==> src/rtl/qam16_tx_pkg.sv <==
// Shared types, level codes and the pair-to-level mapping for the 16QAM scheduler.
// Define QAM16_GRAY_MAP_EN to select the Gray-coded constellation mapping.
package qam16_tx_pkg;

  localparam logic [1:0] LVL_N3 = 2'b00;
  localparam logic [1:0] LVL_N1 = 2'b01;
  localparam logic [1:0] LVL_P1 = 2'b10;
  localparam logic [1:0] LVL_P3 = 2'b11;

  typedef enum logic [1:0] {
    ST_IDLE,
    ST_PREAMBLE,
    ST_DATA,
    ST_FLUSH
  } state_e;

  localparam logic [1:0] PRE_EVEN = LVL_P3;
  localparam logic [1:0] PRE_ODD  = LVL_N3;
  localparam logic [1:0] FILL_A   = LVL_N1;
  localparam logic [1:0] FILL_B   = LVL_P1;

  function automatic logic [1:0] map_pair(input logic [1:0] b);
`ifdef QAM16_GRAY_MAP_EN
    return {b[1], b[1] ^ b[0]};
`else
    return b;
`endif
  endfunction

  function automatic logic [1:0] fill_code(input logic tgl);
    return tgl ? FILL_B : FILL_A;
  endfunction

endpackage

==> src/rtl/qam16_sym_fifo.sv <==
// Synchronous symbol FIFO ({last, data}) with registered-pointer full/empty flags.
module qam16_sym_fifo #(
  parameter int DEPTH = 4,
  parameter int WIDTH = 5
) (
  input  logic             clk,
  input  logic             rst_n,
  input  logic             push_i,
  input  logic [WIDTH-1:0] din_i,
  input  logic             pop_i,
  output logic [WIDTH-1:0] dout_o,
  output logic             full_o,
  output logic             empty_o
);

  localparam int AW = $clog2(DEPTH);

  logic [WIDTH-1:0] mem_q [DEPTH];
  logic [AW:0]      wr_ptr_q, rd_ptr_q;
  logic             do_push, do_pop;

  // Extra pointer MSB distinguishes full from empty when the indices match.
  assign empty_o = (wr_ptr_q == rd_ptr_q);
  assign full_o  = (wr_ptr_q[AW] != rd_ptr_q[AW]) &&
                   (wr_ptr_q[AW-1:0] == rd_ptr_q[AW-1:0]);
  assign do_push = push_i && !full_o;
  assign do_pop  = pop_i && !empty_o;
  assign dout_o  = mem_q[rd_ptr_q[AW-1:0]];

  always_ff @(posedge clk or negedge rst_n) begin
    if (!rst_n) begin
      wr_ptr_q <= '0;
      rd_ptr_q <= '0;
    end else begin
      if (do_push) wr_ptr_q <= wr_ptr_q + (AW+1)'(1);
      if (do_pop)  rd_ptr_q <= rd_ptr_q + (AW+1)'(1);
    end
  end

  always_ff @(posedge clk) begin
    if (do_push) mem_q[wr_ptr_q[AW-1:0]] <= din_i;
  end

endmodule

==> src/rtl/qam16_tx_sched.sv <==
// 16QAM transmit symbol scheduler: preamble, FIFO-fed data, filler flush, one symbol per SPS clocks.
// Level mapping is natural binary unless QAM16_GRAY_MAP_EN is defined.
module qam16_tx_sched
  import qam16_tx_pkg::*;
#(
  parameter int SPS          = 4,
  parameter int PREAMBLE_LEN = 8,
  parameter int FLUSH_LEN    = 16,
  parameter int FIFO_DEPTH   = 4
) (
  input  logic       clk,
  input  logic       rst_n,
  input  logic       start,
  input  logic       s_valid,
  output logic       s_ready,
  input  logic [3:0] s_data,
  input  logic       s_last,
  output logic [1:0] sym_i,
  output logic [1:0] sym_q,
  output logic       sym_stb,
  output logic       busy,
  output logic       frame_done,
  output logic       underrun
);

  localparam int PH_W    = (SPS > 1) ? $clog2(SPS) : 1;
  localparam int CNT_MAX = (PREAMBLE_LEN > FLUSH_LEN) ? PREAMBLE_LEN : FLUSH_LEN;
  localparam int CNT_W   = $clog2(CNT_MAX + 1);
  localparam logic [PH_W-1:0]  PH_LAST  = PH_W'(SPS - 1);
  localparam logic [CNT_W-1:0] PRE_LAST = CNT_W'(PREAMBLE_LEN - 1);
  localparam logic [CNT_W-1:0] FL_DONE  = CNT_W'(FLUSH_LEN);

  state_e           state_q, state_d;
  logic [PH_W-1:0]  phase_q, phase_d;
  logic [CNT_W-1:0] cnt_q, cnt_d;
  logic             tgl_q, tgl_d;
  logic [1:0]       sym_i_q, sym_i_d, sym_q_q, sym_q_d;
  logic             stb_q, stb_d, busy_q, busy_d, done_q, done_d, unr_q, unr_d;
  logic             strobe_due, pop;
  logic [4:0]       fifo_dout;
  logic             fifo_full, fifo_empty;

  qam16_sym_fifo #(.DEPTH(FIFO_DEPTH), .WIDTH(5)) u_fifo (
    .clk     (clk),
    .rst_n   (rst_n),
    .push_i  (s_valid),
    .din_i   ({s_last, s_data}),
    .pop_i   (pop),
    .dout_o  (fifo_dout),
    .full_o  (fifo_full),
    .empty_o (fifo_empty)
  );

  assign s_ready = !fifo_full;

  // Outputs are computed one cycle ahead: a strobe is due when the current phase is the last one.
  always_comb begin
    state_d = state_q;
    phase_d = phase_q;
    cnt_d   = cnt_q;
    tgl_d   = tgl_q;
    sym_i_d = sym_i_q;
    sym_q_d = sym_q_q;
    stb_d   = 1'b0;
    done_d  = 1'b0;
    unr_d   = 1'b0;
    pop     = 1'b0;
    strobe_due = (state_q != ST_IDLE) && (phase_q == PH_LAST);
    if (state_q != ST_IDLE) phase_d = strobe_due ? '0 : phase_q + PH_W'(1);
    case (state_q)
      ST_IDLE: begin
        if (start) begin
          state_d = (PREAMBLE_LEN == 1) ? ST_DATA : ST_PREAMBLE;
          phase_d = '0;
          cnt_d   = CNT_W'(1);
          tgl_d   = 1'b0;
          stb_d   = 1'b1;
          sym_i_d = PRE_EVEN;
          sym_q_d = PRE_EVEN;
        end
      end
      ST_PREAMBLE: begin
        if (strobe_due) begin
          stb_d   = 1'b1;
          sym_i_d = cnt_q[0] ? PRE_ODD : PRE_EVEN;
          sym_q_d = cnt_q[0] ? PRE_ODD : PRE_EVEN;
          cnt_d   = cnt_q + CNT_W'(1);
          if (cnt_q == PRE_LAST) state_d = ST_DATA;
        end
      end
      ST_DATA: begin
        if (strobe_due) begin
          stb_d = 1'b1;
          if (!fifo_empty) begin
            pop     = 1'b1;
            sym_i_d = map_pair(fifo_dout[3:2]);
            sym_q_d = map_pair(fifo_dout[1:0]);
            if (fifo_dout[4]) begin
              state_d = ST_FLUSH;
              cnt_d   = '0;
            end
          end else begin
            unr_d   = 1'b1;
            sym_i_d = fill_code(tgl_q);
            sym_q_d = fill_code(tgl_q);
            tgl_d   = !tgl_q;
          end
        end
      end
      ST_FLUSH: begin
        if (strobe_due) begin
          if (cnt_q == FL_DONE) begin
            state_d = ST_IDLE;
            phase_d = '0;
            done_d  = 1'b1;
          end else begin
            stb_d   = 1'b1;
            sym_i_d = fill_code(tgl_q);
            sym_q_d = fill_code(tgl_q);
            tgl_d   = !tgl_q;
            cnt_d   = cnt_q + CNT_W'(1);
          end
        end
      end
      default: state_d = ST_IDLE;
    endcase
    busy_d = (state_d != ST_IDLE);
  end

  always_ff @(posedge clk or negedge rst_n) begin
    if (!rst_n) begin
      state_q <= ST_IDLE;
      phase_q <= '0;
      cnt_q   <= '0;
      tgl_q   <= 1'b0;
      sym_i_q <= LVL_N1;
      sym_q_q <= LVL_N1;
      stb_q   <= 1'b0;
      busy_q  <= 1'b0;
      done_q  <= 1'b0;
      unr_q   <= 1'b0;
    end else begin
      state_q <= state_d;
      phase_q <= phase_d;
      cnt_q   <= cnt_d;
      tgl_q   <= tgl_d;
      sym_i_q <= sym_i_d;
      sym_q_q <= sym_q_d;
      stb_q   <= stb_d;
      busy_q  <= busy_d;
      done_q  <= done_d;
      unr_q   <= unr_d;
    end
  end

  assign sym_i      = sym_i_q;
  assign sym_q      = sym_q_q;
  assign sym_stb    = stb_q;
  assign busy       = busy_q;
  assign frame_done = done_q;
  assign underrun   = unr_q;

endmodule
==> config.mk <==
export PLATFORM = sky130hd
export DESIGN_NAME = qam16_tx_sched
export DESIGN_NICKNAME = d
export VERILOG_FILES = /design/src/rtl/qam16_tx_pkg.sv /design/src/rtl/qam16_sym_fifo.sv /design/src/rtl/qam16_tx_sched.sv
export SDC_FILE = /design/constraint.sdc
export NUM_CORES = 1
export LEC_CHECK = 0
export BUFFER_PORTS_ARGS = -buffer_cell sky130_fd_sc_hd__buf_2
export CAP_MARGIN = 20
export CORE_ASPECT_RATIO = 1.5
export CORE_UTILIZATION = 59
export DETAILED_ROUTE_END_ITERATION = 7
export GPL_TIMING_DRIVEN = 1
export PLACE_DENSITY = 0.79
export RECOVER_POWER = 25
export SLEW_MARGIN = 20
export SYNTH_ARGS = -nofsm -noshare
export SYNTH_HDL_FRONTEND = slang
export SYNTH_SLANG_ARGS = --single-unit
==> constraint.sdc <==
create_clock -name clk -period 2.6 [get_ports clk]
set_clock_uncertainty 0.15 [all_clocks]
set_input_delay 0 -clock clk [delete_from_list [all_inputs] [get_ports clk]]
set_output_delay 0 -clock clk [all_outputs]
set_load 0.05 [all_outputs]
Word level (Yosys, flattened, before mapping)
Memory sizes are Yosys's and may differ from the RTL's.
Cells that the tools add are included.
{"block": "totals", "elab_cells": 106, "output_inout_bits": 9, "n_memories": 1, "ram_bits": 20, "inputBits": 9, "register_bits": 24}
{"block": "classes", "addsub": 4, "n_reduce_logical": 15, "mux": 57, "eq_ne": 17}
{"memory": "u_fifo.mem_q", "words": 4, "width": 5, "rd": 1, "rd_clocked_by_memory_dff": 0, "write_ports": 1, "line": "qam16_sym_fifo.sv:18", "source": "logic [WIDTH-1:0] mem_q [DEPTH];"}
{"operator": "two-way mux 2 bit", "count": 23}
{"operator": "two-way mux 5 bit", "count": 7}
{"operator": "one-hot mux 2 bit (4 select lines)", "count": 3}
{"operator": "two-way mux 1 bit", "count": 20}
{"operator": "one-hot mux 5 bit (4 select lines)", "count": 1}
{"operator": "inequality test 2 bit, second input constant", "count": 8}
{"operator": "AND reduction 7 bit", "count": 1}
{"operator": "adder 3 x 1 -> 3 bit, second input constant", "count": 2}
{"operator": "equality test 2 bit, second input constant", "count": 3}
{"operator": "one-hot mux 1 bit (3 select lines)", "count": 2}
{"operator": "AND reduction 6 bit", "count": 1}
{"operator": "adder 5 x 1 -> 5 bit, second input constant", "count": 1}
{"operator": "equality test 5 x 3 -> 1 bit, second input constant", "count": 1}
{"operator": "equality test 5 bit, second input constant", "count": 1}
{"operator": "AND reduction 5 bit", "count": 1}
{"operator": "logical AND 1 bit", "count": 4}
{"operator": "one-hot mux 2 bit (2 select lines)", "count": 1}
{"operator": "nonzero test 2 bit", "count": 2}
{"operator": "equality test 3 bit", "count": 1}
{"operator": "logical NOT 1 bit", "count": 3}
{"operator": "nonzero test 3 bit", "count": 1}
{"operator": "adder 2 x 1 -> 2 bit, second input constant", "count": 1}
{"operator": "equality test 2 x 1 -> 1 bit, second input constant", "count": 1}
{"operator": "equality test 2 bit", "count": 1}
{"operator": "other kinds (3)", "count": 3}

Depth between registers and ports, before layout
Gate-level depths: netlist (run 1).
{"block": "depth", "word_depth": 7, "ltp_mapped": 7, "ltp_nobuf": 7}

Modules after synthesis
Synthesis (run 1) repeated with hierarchy kept, for this count alone.
{"block": "hier_totals", "cells_unflattened": 206, "hier_area_um2": 2314.7}
{"module": "qam16_sym_fifo", "area_each_um2": 1201.2, "seq_area_each_um2": 750.7, "n_inst": 1, "cells_each": 75}
{"module": "qam16_tx_sched", "area_each_um2": 1113.6, "seq_area_each_um2": 452.9, "n_inst": 1, "cells_each": 131}

Worst setup path after synthesis (run 1)
No wires, ideal clock.
{"block": "synth_timing", "path_type": "register to register", "startpoint": "reg state_q[0]", "endpoint": "reg busy_q (netlist: busy)", "t_arrival_ns": 1.739, "required_time_ns": 2.326, "period_less_slack_ns": 2.013, "path_stages_with_launch": 8, "path_slack_ns": 0.587, "n_path_buf": 0, "setup_time_ns": 0.124, "path_cell_list": "dfrtp_1 > inv_1 > ha_1 > nand4b_1 > o32a_1 > o31ai_1 > o311ai_0 > or2_1"}
{"block": "synth_via", "elab_chain_cells": 5, "elab_cells_between_ends": 16, "cone_classes": "3 x eq/ne; 9 x mux; 4 x reduce/logical"}
{"element": "start, declared", "line": "qam16_tx_sched.sv:33", "source": "state_e state_q, state_d;"}
{"element": "start signal, assigned", "line": "qam16_tx_sched.sv:143", "source": "state_q <= state_d;"}
{"element": "two-way mux 2 bit or nonzero test 2 bit (tied branches)", "line": "qam16_tx_sched.sv:98, qam16_tx_sched.sv:68"}
{"element": "two-way mux 2 bit or logical AND 1 bit (tied branches)", "line": "qam16_tx_sched.sv:94, qam16_tx_sched.sv:68"}
{"element": "two-way mux 2 bit (on tied branches)", "line": "qam16_tx_sched.sv:92, qam16_tx_sched.sv:83, qam16_tx_sched.sv:111"}
{"element": "one-hot mux 2 bit (4 select lines) *", "line": "qam16_tx_sched.sv:70", "source": "case (state_q)"}
{"element": "via state_d[0]", "line": "qam16_tx_sched.sv:33"}
{"element": "nonzero test 2 bit *", "line": "qam16_tx_sched.sv:127", "source": "busy_d = (state_d != ST_IDLE);"}
{"element": "via busy_d", "line": "qam16_tx_sched.sv:38", "source": "logic stb_q, stb_d, busy_q, busy_d, done_q, done_d, unr_q, unr_d;"}
{"element": "end signal, assigned", "line": "qam16_tx_sched.sv:150", "source": "busy_q <= busy_d;"}
{"element": "end, declared", "line": "qam16_tx_sched.sv:38"}
The timed path passes the listed nets; every way through them passes the cells marked *.
A chain may end at the register's enable or synchronous reset.

Worst setup path in the final report (run 1)
{"block": "layout_timing", "startpoint": "reg state_q[1]", "endpoint": "reg cnt_q[0]"}
{"block": "layout_via", "elab_chain_cells": 4, "elab_cells_between_ends": 15, "cone_classes": "10 x eq/ne; 1 x mux; 4 x reduce/logical"}
{"element": "nonzero test 2 bit", "line": "qam16_tx_sched.sv:68", "source": "strobe_due = (state_q != ST_IDLE) && (phase_q == PH_LAST);"}
{"element": "logical AND 1 bit", "line": "qam16_tx_sched.sv:68"}
{"element": "inequality test 2 bit (no line)"}
{"element": "AND reduction 7 bit (no line)"}
{"element": "end signal, assigned", "line": "qam16_tx_sched.sv:145", "source": "cnt_q <= cnt_d;"}
{"element": "end, declared", "line": "qam16_tx_sched.sv:35", "source": "logic [CNT_W-1:0] cnt_q, cnt_d;"}
Several ways; a longest one is shown, not always the timed one.

==> flow_summary.ini, run 1 <==
[run_status]
outcome = completed

[pwr]
peakVddDrop_mv = 0.603
leakagePower_nw = 1.03
p_per_area_nw_per_um2 = 635

[placed_design]
placed_cells = 241
dp_slack_ps = 113
io_buffers = 17
gp_congestion = 0.871
dp_hpwl_mm = 3.11

[floorplanning]
die_area_um2 = 4140
io_pins = 18
die_x_um = 52.9
rows = 27
fp.dieH_um = 78.3
core_area_um2 = 3680
start_util_pct = 62.1

[worst_setup_path]
crit_type = flop to flop
r2r_start = state_q[1]
path_max_fanout = 16
slowest_stage = a2bb2oi_1
regToRegEndpoint = cnt_q[0]
arrival_ps = 2570
slowest_delay_ps = 500
ff2ff_path_depth = 7
cp-startpoint = state_q[1]
setup.worst_path.end = cnt_q[0]
cp-start-kind = flop
worstPathRequired_ps = 2660
end_kind = flop
crit_path_cell_trace = inv_1 > ha_2 > and2b_1 > a21oi_1 > a2bb2oi_1 > a211oi_1 > o22a_2
r2r_setup_slack_ps = 80

[sta]
drv_slew = 0
min_period_over_period_pct = 96.9
relSlewSlack_pct = 12.7
hold_viol = 0
worst_slew_pin_slew_ps = 1310
timing.setup.tns_ps = 0
min_period_ps = 2520
max_freq_mhz = 397
setup_violations = 0
fin_ws_ps = 80.9
rsz0062_at_grt = false

[global_routing]
grt_max_degree = 25
grt_pass1_vias = 1643
antenna_found_initial = 0
grt_usage_pct = 24.3
grt_pass1_wl_mm = 7.25
overflow = 0

[yosys]
synth_cell_types = 57
synth_cells = 184
syn-cell-area_um2 = 2290
synth_top_area_share_pct = 26.2
synth_top_area_cell = edfxtp_1
synth-edff-count = 20
synth_most_common_cell = dfrtp_1
yosysWarnings = 0
ys_async_sr_fraction_pct = 54.5
synthesis.nets = 205
seq_area_frac_synth_pct = 52.6
avgSynthCellArea_um2 = 12.4
synth_flop_cell = dfrtp_1
ys_top_cells_by_area = edfxtp_1 26%, dfrtp_1 24%, ha_1 6.6%, mux4_2 3.9%, o21ai_0 3.1%
synth_seq_cells = 44
synth.top_cells.by_count = 22 x dfrtp_1, 20 x edfxtp_1, 14 x nor2_1, 14 x o21ai_0, 12 x ha_1

[cells_and_area]
n_antenna_cell = 0
fin_nets = 233
drive_gt1_share_pct = 22.5
fin_cells = 256
syn_to_final_growth_pct = 12.5

[cts]
htreeDepth = 2
root_buffer = clkbuf_8
insertion_delay_ps = 300
clockBufferDepth = 2
cts_made_buffers = 5
clock-sinks = 44
cts_tree = done
path_clk_slew_ps = 90
cts_setup_buffers = 0

[routing]
drt-vias-per-instance = 6.00
wire_per_inst_um = 16.7
drtIter0Drc = 36
drc_errors = 0
drt-pass1-iter-count = 4
ant_nets = 0
routed-via-count = 1536
totalWireLength_mm = 4.27

[job]
maxCapViolations = 0

[hold_path]
holdCritPathClass = input port to flop
==> report_power, final <==
group / switching (mW) / internal, mW / leakage, nW / total (mW)
sequential: 0.0504 / 0.820 / 0.465 / 0.871
clock: 0.255 / 0.196 / 0.0452 / 0.451
combinational: 0.189 / 0.126 / 0.516 / 0.314
total: 0.494 / 1.14 / 1.03 / 1.64
==> cells by family after synthesis <==
group	synth area share, %
compound gates	13.2
xor+xnor	4.16
fa+ha+maj	6.56
buf+inv	2.95
flops	52.6
mux	6.83
simple gates	13.7
==> cell type report <==
type / count / area, um^2
clock buffer: 5 / 68.8
tap: 43 / 53.8
inverter: 7 / 26.3
multi-input combinational: 127 / 1030
sequential: 44 / 1200
timing repair buffer: 27 / 170
clock inverter: 3 / 25.0
fill: 293 / 1110
==> cell usage in the layout, fill, tap and decap left out, drive strengths merged, types with 2 or more instances in the layout <==
cell,count
dfrtp,22
edfxtp,20
nor2,14
o21ai,14
buf,14
ha,12
clkbuf,11
nand2,10
inv,9
dlygate4sd3,7
nand3,5
a21oi,5
mux2,5
o31ai,5
xor2,5
and2,4
a31oi,4
mux4,4
nand2b,4
and2b,3
xnor2,2
dfstp,2
a21boi,2
or2,2
and3,2
==> worst max-delay path, delay by kind of cell (launching register included) <==
family / cells / cell delay (ps)
AO/OA/AOI/OAI: 4 / 1050
adder cells (fa/ha/maj): 1 / 350
buffers and inverters: 1 / 130
flip-flops: 1 / 450
AND/OR/NAND/NOR: 1 / 280
==> per-layer routing <==
metal	part of all wire [%]	wire length (um)	up-vias	track usage [%]
met5	0	0	-	0
met4	2.5	106	0	11.8
met3	2.4	103	12	4.84
met2	58	2460	29	45.4
met1	37	1600	759	23.8
li1	-	-	736	-
==> timing repair <==
| action | CTS | global route |
|---|---|---|
| setup endpoints to repair | 0 | 7 |
| hold endpoints to repair | 48 | 0 |
| hold buffers | 7 | 0 |
| gates resized for setup | 0 | 3 |
==> registers in the layout, summed over array words and instances, names as in the netlist <==
name,cells
phase_q,2
state_q,2
sym_i,2
cnt_q,5
sym_q,2
frame_done,1
tgl_q,1
u_fifo.wr_ptr_q,3
underrun,1
sym_stb,1
busy,1
u_fifo.rd_ptr_q,3
u_fifo.mem_q,20
==> how the worst min path moves through the flow <==
stage            start                 end  slack, ps  depth (start not counted)
2_1_floorplan    rst_n                busy       -450                          0
3_3_place_gp     rst_n          phase_q[0]       -150                          1
3_5_place_dp     rst_n             sym_stb       -140                          1
4_1_cts        s_valid  u_fifo.wr_ptr_q[0]         10                          3
5_1_grt        s_valid  u_fifo.wr_ptr_q[0]         50                          3
6_report       s_valid  u_fifo.wr_ptr_q[0]          6                          3
==> stage by stage <==
| step | hold WS (ps) | power, mW | instance area, um^2 | util, % |
|---|---|---|---|---|
| detailed placement | -137 | 1.19 | 2410 | 65.4 |
| CTS | 12.6 | 1.65 | 2570 | 69.9 |
| global route | 52.9 | 1.72 | 2570 | 69.9 |
| global placement | -151 | 1.17 | 2410 | 65.4 |
| finish | 6.15 | 1.64 | 2570 | 69.9 |
| floorplan | -446 | 1.11 | 2290 | - |
(Power assumes the default switching activity.)
==> run 2, diff against run 1 <==
--- a/config.mk
+++ b/config.mk
@@ -8,10 +8,10 @@
 export BUFFER_PORTS_ARGS = -buffer_cell sky130_fd_sc_hd__buf_2
 export CAP_MARGIN = 20
 export CORE_ASPECT_RATIO = 1.5
-export CORE_UTILIZATION = 59
+export CORE_UTILIZATION = 54
 export DETAILED_ROUTE_END_ITERATION = 7
 export GPL_TIMING_DRIVEN = 1
-export PLACE_DENSITY = 0.79
+export PLACE_DENSITY = 0.73
 export RECOVER_POWER = 25
 export SLEW_MARGIN = 20
 export SYNTH_ARGS = -nofsm -noshare
==> run 2 against run 1 <==
  * Register-to-register slack improved by 20 ps
  * Critical endpoint is now cnt_q[3]
  * Clock power increased by 18%
  * Cell count increased by 1.2%
  * Via count decreased by 0.65%
  * Combinational power decreased by 4%
  * Critical path depth unchanged
  * Utilization decreased by 4.8 points
  * Power increased by 4.0%
  * First-iteration DRC count decreased by 14%
  * Largest cell class unchanged
==> flow_summary.ini, run 2 (synthesis results as in run 1) <==
[worst_setup_path]
r2r_start = state_q[1]
slowest_stage = o22ai_1
crit_family = compound AO/OA/AOI/OAI gates
cp.depth = 7
slowest_delay_ps = 580
worstPathRequired_ps = 2660
crit_type = flop to flop
cp-start-kind = flop
r2r_setup_slack_ps = 100
path_max_fanout = 11
ff2ff_path_depth = 7
crit_buf_inv = 1
regToRegEndpoint = cnt_q[3]
end_kind = flop
arrival_ps = 2550
crit_path_cell_trace = inv_1 > ha_1 > and2b_1 > a21oi_1 > o22ai_1 > nand2b_4 > o31ai_1

[sta]
drv_slew = 0
worst_slew_pin_slew_ps = 1290
min_period_over_period_pct = 96.0
setup_violations = 0
rsz0062_at_grt = true
max_freq_mhz = 401
timing.setup.tns_ps = 0
min_period_ps = 2500
relSlewSlack_pct = 14.1
hold_viol = 0

[cts]
cts_setup_buffers = 0
cts_tree = done
clockBufferDepth = 2
path_clk_slew_ps = 90
cts_made_buffers = 5
clock-sinks = 44
htreeDepth = 2
insertion_delay_ps = 300
root_buffer = clkbuf_8

[floorplanning]
start_util_pct = 57.3
io_pins = 18
rows = 28
core_area_um2 = 3990
die_area_um2 = 4510
fp.dieH_um = 81.7
die_x_um = 55.2

[routing]
drt-pass1-iter-count = 4
ant_nets = 0
drc_errors = 0
wire_per_inst_um = 15.7
drtIter0Drc = 31
routed-via-count = 1526
totalWireLength_mm = 4.07
drt-vias-per-instance = 5.89

[placed_design]
io_buffers = 17
gp_congestion = 0.839
dp_hpwl_mm = 3.14
placed_cells = 243

[global_routing]
grt_max_degree = 25
grt_use_met2_pct = 40.2
grt_busiest_layer = met2
grt_pass1_vias = 1561
grtUsageMet3_pct = 4.44
overflow = 0
grt_pass1_wl_mm = 6.70
grt_usage_pct = 21.1
grtUsageMet1_pct = 20.5
antenna_found_initial = 0

[hold_path]
holdCritStartpoint = s_data[2]
holdCritPathClass = input port to flop
hold_depth = 2
min_to = u_fifo.mem_q[1][2]

[pwr]
power_mw = 1.70
peakVddDrop_mv = 0.645
p_per_area_nw_per_um2 = 654
leakagePower_nw = 1.04

[cells_and_area]
fillCellCount = 328
fin_nets = 234
final_cell_mix = 22 x dfrtp_1, 20 x edfxtp_1, 14 x nor2_1, 14 x o21ai_0, 12 x ha_1
largest_reg_flops = 20
n_antenna_cell = 0
syn_to_final_growth_pct = 13.6
final_common_cell = dfrtp_1
fin_cells = 259
drive_gt1_share_pct = 21.5

[job]
maxCapViolations = 0

[run_status]
outcome = completed
## run 2: power breakdown
group / switching (mW) / leakage [nW] / internal, mW
Combinational: 0.180 / 0.522 / 0.121
Clock: 0.241 / 0.0548 / 0.289
Sequential: 0.0494 / 0.465 / 0.820
## run 2: stage by stage
step | cell area [um^2] | setup WS, ps | hold WS (ps) | utilization (%)
after floorplan | 2290 | 587 | -446 | -
after global placement | 2410 | 300 | -145 | 60.4
after detailed placement | 2410 | 149 | -134 | 60.4
after CTS | 2610 | 126 | 77.3 | 65.3
after global routing | 2600 | -27.3 | 352 | 65.1
final | 2600 | 104 | 339 | 65.1
## run 2: what timing repair did
item | 4_1_cts | 5_1_grt
endpoints found under the hold margin | 49 | 0
setup endpoints to repair | 0 | 3
hold buffers | 8 | 0
resized for setup | 0 | 1
## run 2: layout make-up
class | instances | area [um^2] | area share [%]
Multi-Input combinational cell | 127 | 1020 | 39.2
Timing Repair Buffer | 28 | 180 | 6.93
Clock buffer | 5 | 68.8 | 2.65
Clock inverter | 3 | 46.3 | 1.78
Sequential cell | 44 | 1200 | 46.3
Tap cell | 45 | 56.3 | 2.17
Inverter | 7 | 26.3 | 1.01
## run 2: how the worst max path moves through the flow
stage	startpoint	to
3_3_place_gp	state_q[1]	sym_i[0]
3_5_place_dp	state_q[1]	cnt_q[3]
6_report	state_q[1]	cnt_q[3]
5_1_grt	state_q[1]	cnt_q[3]
4_1_cts	state_q[1]	cnt_q[3]
2_1_floorplan	state_q[0]	busy
## run 2: layer usage
layer	share of wire (%)	routed length, um
met5	0	0
met2	58	2360
met1	37	1510
met3	2.8	115
met4	2.3	93
==> run 3, diff against run 2 <==
--- a/config.mk
+++ b/config.mk
@@ -16,4 +16,5 @@
 export SLEW_MARGIN = 20
 export SYNTH_ARGS = -nofsm -noshare
 export SYNTH_HDL_FRONTEND = slang
+export SYNTH_HIERARCHICAL = 1
 export SYNTH_SLANG_ARGS = --single-unit
==> run 3 against run 2 <==
  * Synthesized cell count up 12%
  * Wire length grew 7.6%
  * Via count grew 10%
  * Utilization grew 0.71 points
  * Global-route usage up 0.086 points
  * Power grew 52%
  * Highest routed layer unchanged
  * Sequential share of layout area shrank 0.90 points
  * Largest power group is now combinational cells
  * Clock power increased by 2%
==> flow_summary.ini, run 3 <==
[global_routing]
grt_pass1_vias = 1679
grt_pass1_wl_mm = 7.35
grt_usage_pct = 21.2
grt_max_degree = 25
antenna_found_initial = 0
overflow = 0

[yosys]
avgSynthCellArea_um2 = 11.2
seq_area_frac_synth_pct = 52.0
syn-cell-area_um2 = 2310
synth-edff-count = 20
synth_seq_cells = 44
synth_cells = 206
synth_top_area_share_pct = 25.9
synth_cell_types = 43
synth.top_cells.by_count = 22 x dfrtp_1, 21 x a21oi_1, 20 x edfxtp_1
ys_top_cells_by_area = edfxtp_1 26%, dfrtp_1 24%, ha_1 6.5%, mux4_2 4.9%, a21oi_1 4.5%
synthesis.nets = 227
synth_most_common_cell = dfrtp_1
yosysWarnings = 6
synth_top_area_cell = edfxtp_1
ys_async_sr_fraction_pct = 54.5
synth_flop_cell = dfrtp_1

[worst_setup_path]
cp-start-kind = flop
ff2ff_path_depth = 7
crit_buf_inv = 1
worstPathRequired_ps = 2690
slowest_stage = or4_1
regToRegEndpoint = cnt_q[3]
slowest_delay_ps = 520
r2r_setup_slack_ps = 200
r2r_start = state_q[1]
arrival_ps = 2490
crit_family = simple AND/OR/NAND/NOR gates
crit_path_cell_trace = inv_1 > ha_1 > nor2b_1 > o31ai_2 > a21oi_2 > or4_1 > nand3_1
crit_type = flop to flop
end_kind = flop
path_max_fanout = 11

[pwr]
leakagePower_nw = 1.07
p_per_area_nw_per_um2 = 974
peakVddDrop_mv = 0.752
power_mw = 2.58

[sta]
min_period_over_period_pct = 92.2
min_period_ps = 2400
drv_slew = 0
timing.setup.tns_ps = 0
worst_slew_pin_slew_ps = 1270
relSlewSlack_pct = 15.2
max_freq_mhz = 417
hold_viol = 0
setup_violations = 0
fin_ws_ps = 204
rsz0062_at_grt = false

[cells_and_area]
drive_gt1_share_pct = 16.7
fin_util_pct = 65.8
fillCellCount = 310
fin_nets = 259
n_antenna_cell = 0
largest_reg_flops = 20
syn_to_final_growth_pct = 14.5
final_common_cell = dfrtp_1
final_cell_mix = 22 x dfrtp_1, 21 x a21oi_1, 20 x edfxtp_1

[cts]
holdBufCountCts = 8
root_buffer = clkbuf_8
insertion_delay_ps = 300
htreeDepth = 2
clockBufferDepth = 2
clock-sinks = 44
cts_setup_buffers = 0
path_clk_slew_ps = 90
cts_resized = 0
cts_made_buffers = 5
cts_tree = done

[routing]
drc_errors = 0
totalWireLength_mm = 4.38
wire_per_inst_um = 15.4
ant_nets = 0
drtIter0Drc = 66
drt-pass1-iter-count = 4
routed-via-count = 1680
drt-vias-per-instance = 5.92

[placed_design]
dp_hpwl_mm = 3.26
gp_congestion = 0.925
io_buffers = 17
dp_slack_ps = 242

[floorplanning]
core_area_um2 = 4030
die_x_um = 55.5
die_area_um2 = 4560
io_pins = 18
start_util_pct = 57.5
fp.dieH_um = 82.2
rows = 28

[hold_path]
holdCritPathClass = input port to flop
min_to = phase_q[0]
holdCritStartpoint = start
hold_depth = 3

[run_status]
outcome = completed

[job]
maxCapViolations = 0
[run 3: changes by cell type in the layout (fill, tap and decap cells not counted), sizes merged, moves of 5 or more]
cell   previous run  this run
a21oi             5        22
inv               8        15
mux2              5         0
o21ai            14         9
nand2            10        16
[run 3: where the power goes]
group | internal (mW) | total [mW] | switching, mW
clock network | 0.290 | 0.539 | 0.249
registers | 0.898 | 1.00 | 0.103
logic | 0.371 | 1.04 | 0.671
[run 3: layer usage]
layer  share of wire, %  wire length, um  GRT usage (%)  vias to the layer above
met1                 39             1710           21.6                      807
li1                   -                -              -                      809
met2                 55             2420           40.2                       51
met3                3.1              135           3.43                       13
met4                2.8              123           13.8                        0
met5                  0                0              0                        -
[run 3: metrics by stage]
step	std cells	cell area [um^2]	hold WS [ps]
after floorplan	206	2310	-446
after global placement	268	2460	-141
after detailed placement	268	2460	-142
after CTS	284	2660	68.4
after global routing	284	2650	354
final	284	2650	337
[run 3: final cells by class]
cell class	instances	area (um^2)	share of cell area, %
Clock buffer	5	68.8	2.60
Inverter	14	52.6	1.98
Multi-Input combinational cell	143	1030	38.8
Tap cell	45	56.3	2.12
Sequential cell	44	1200	45.4
Timing Repair Buffer	30	195	7.36
Clock inverter	3	46.3	1.75
[run 3: cell families after synthesis]
group	share of synthesized area, %
simple gates	14.2
compound gates	14.9
flops	52.0
buf+inv	3.57
fa+ha+maj	6.49
xor+xnor	4.05
mux	4.86
[run 3: worst max-delay path by stage]
stage | startpoint | endpoint | slack [ps] | depth (start not counted)
after global routing | state_q[1] | cnt_q[3] | 80 | 7
after global placement | state_q[1] | cnt_q[3] | 280 | 7
after floorplan | u_fifo/rd_ptr_q[1] | cnt_q[3] | 360 | 8
final | state_q[1] | cnt_q[3] | 200 | 7
after CTS | u_fifo/wr_ptr_q[2] | cnt_q[3] | 210 | 8
after detailed placement | state_q[1] | cnt_q[3] | 240 | 7
[run 3: worst register-to-register path, stage by stage, from the launching register on]
cell and delay [ps]:
dfrtp_1 500, inv_1 100, ha_1 320, nor2b_1 220, o31ai_2 270, a21oi_2 180, or4_1 520, nand3_1 90
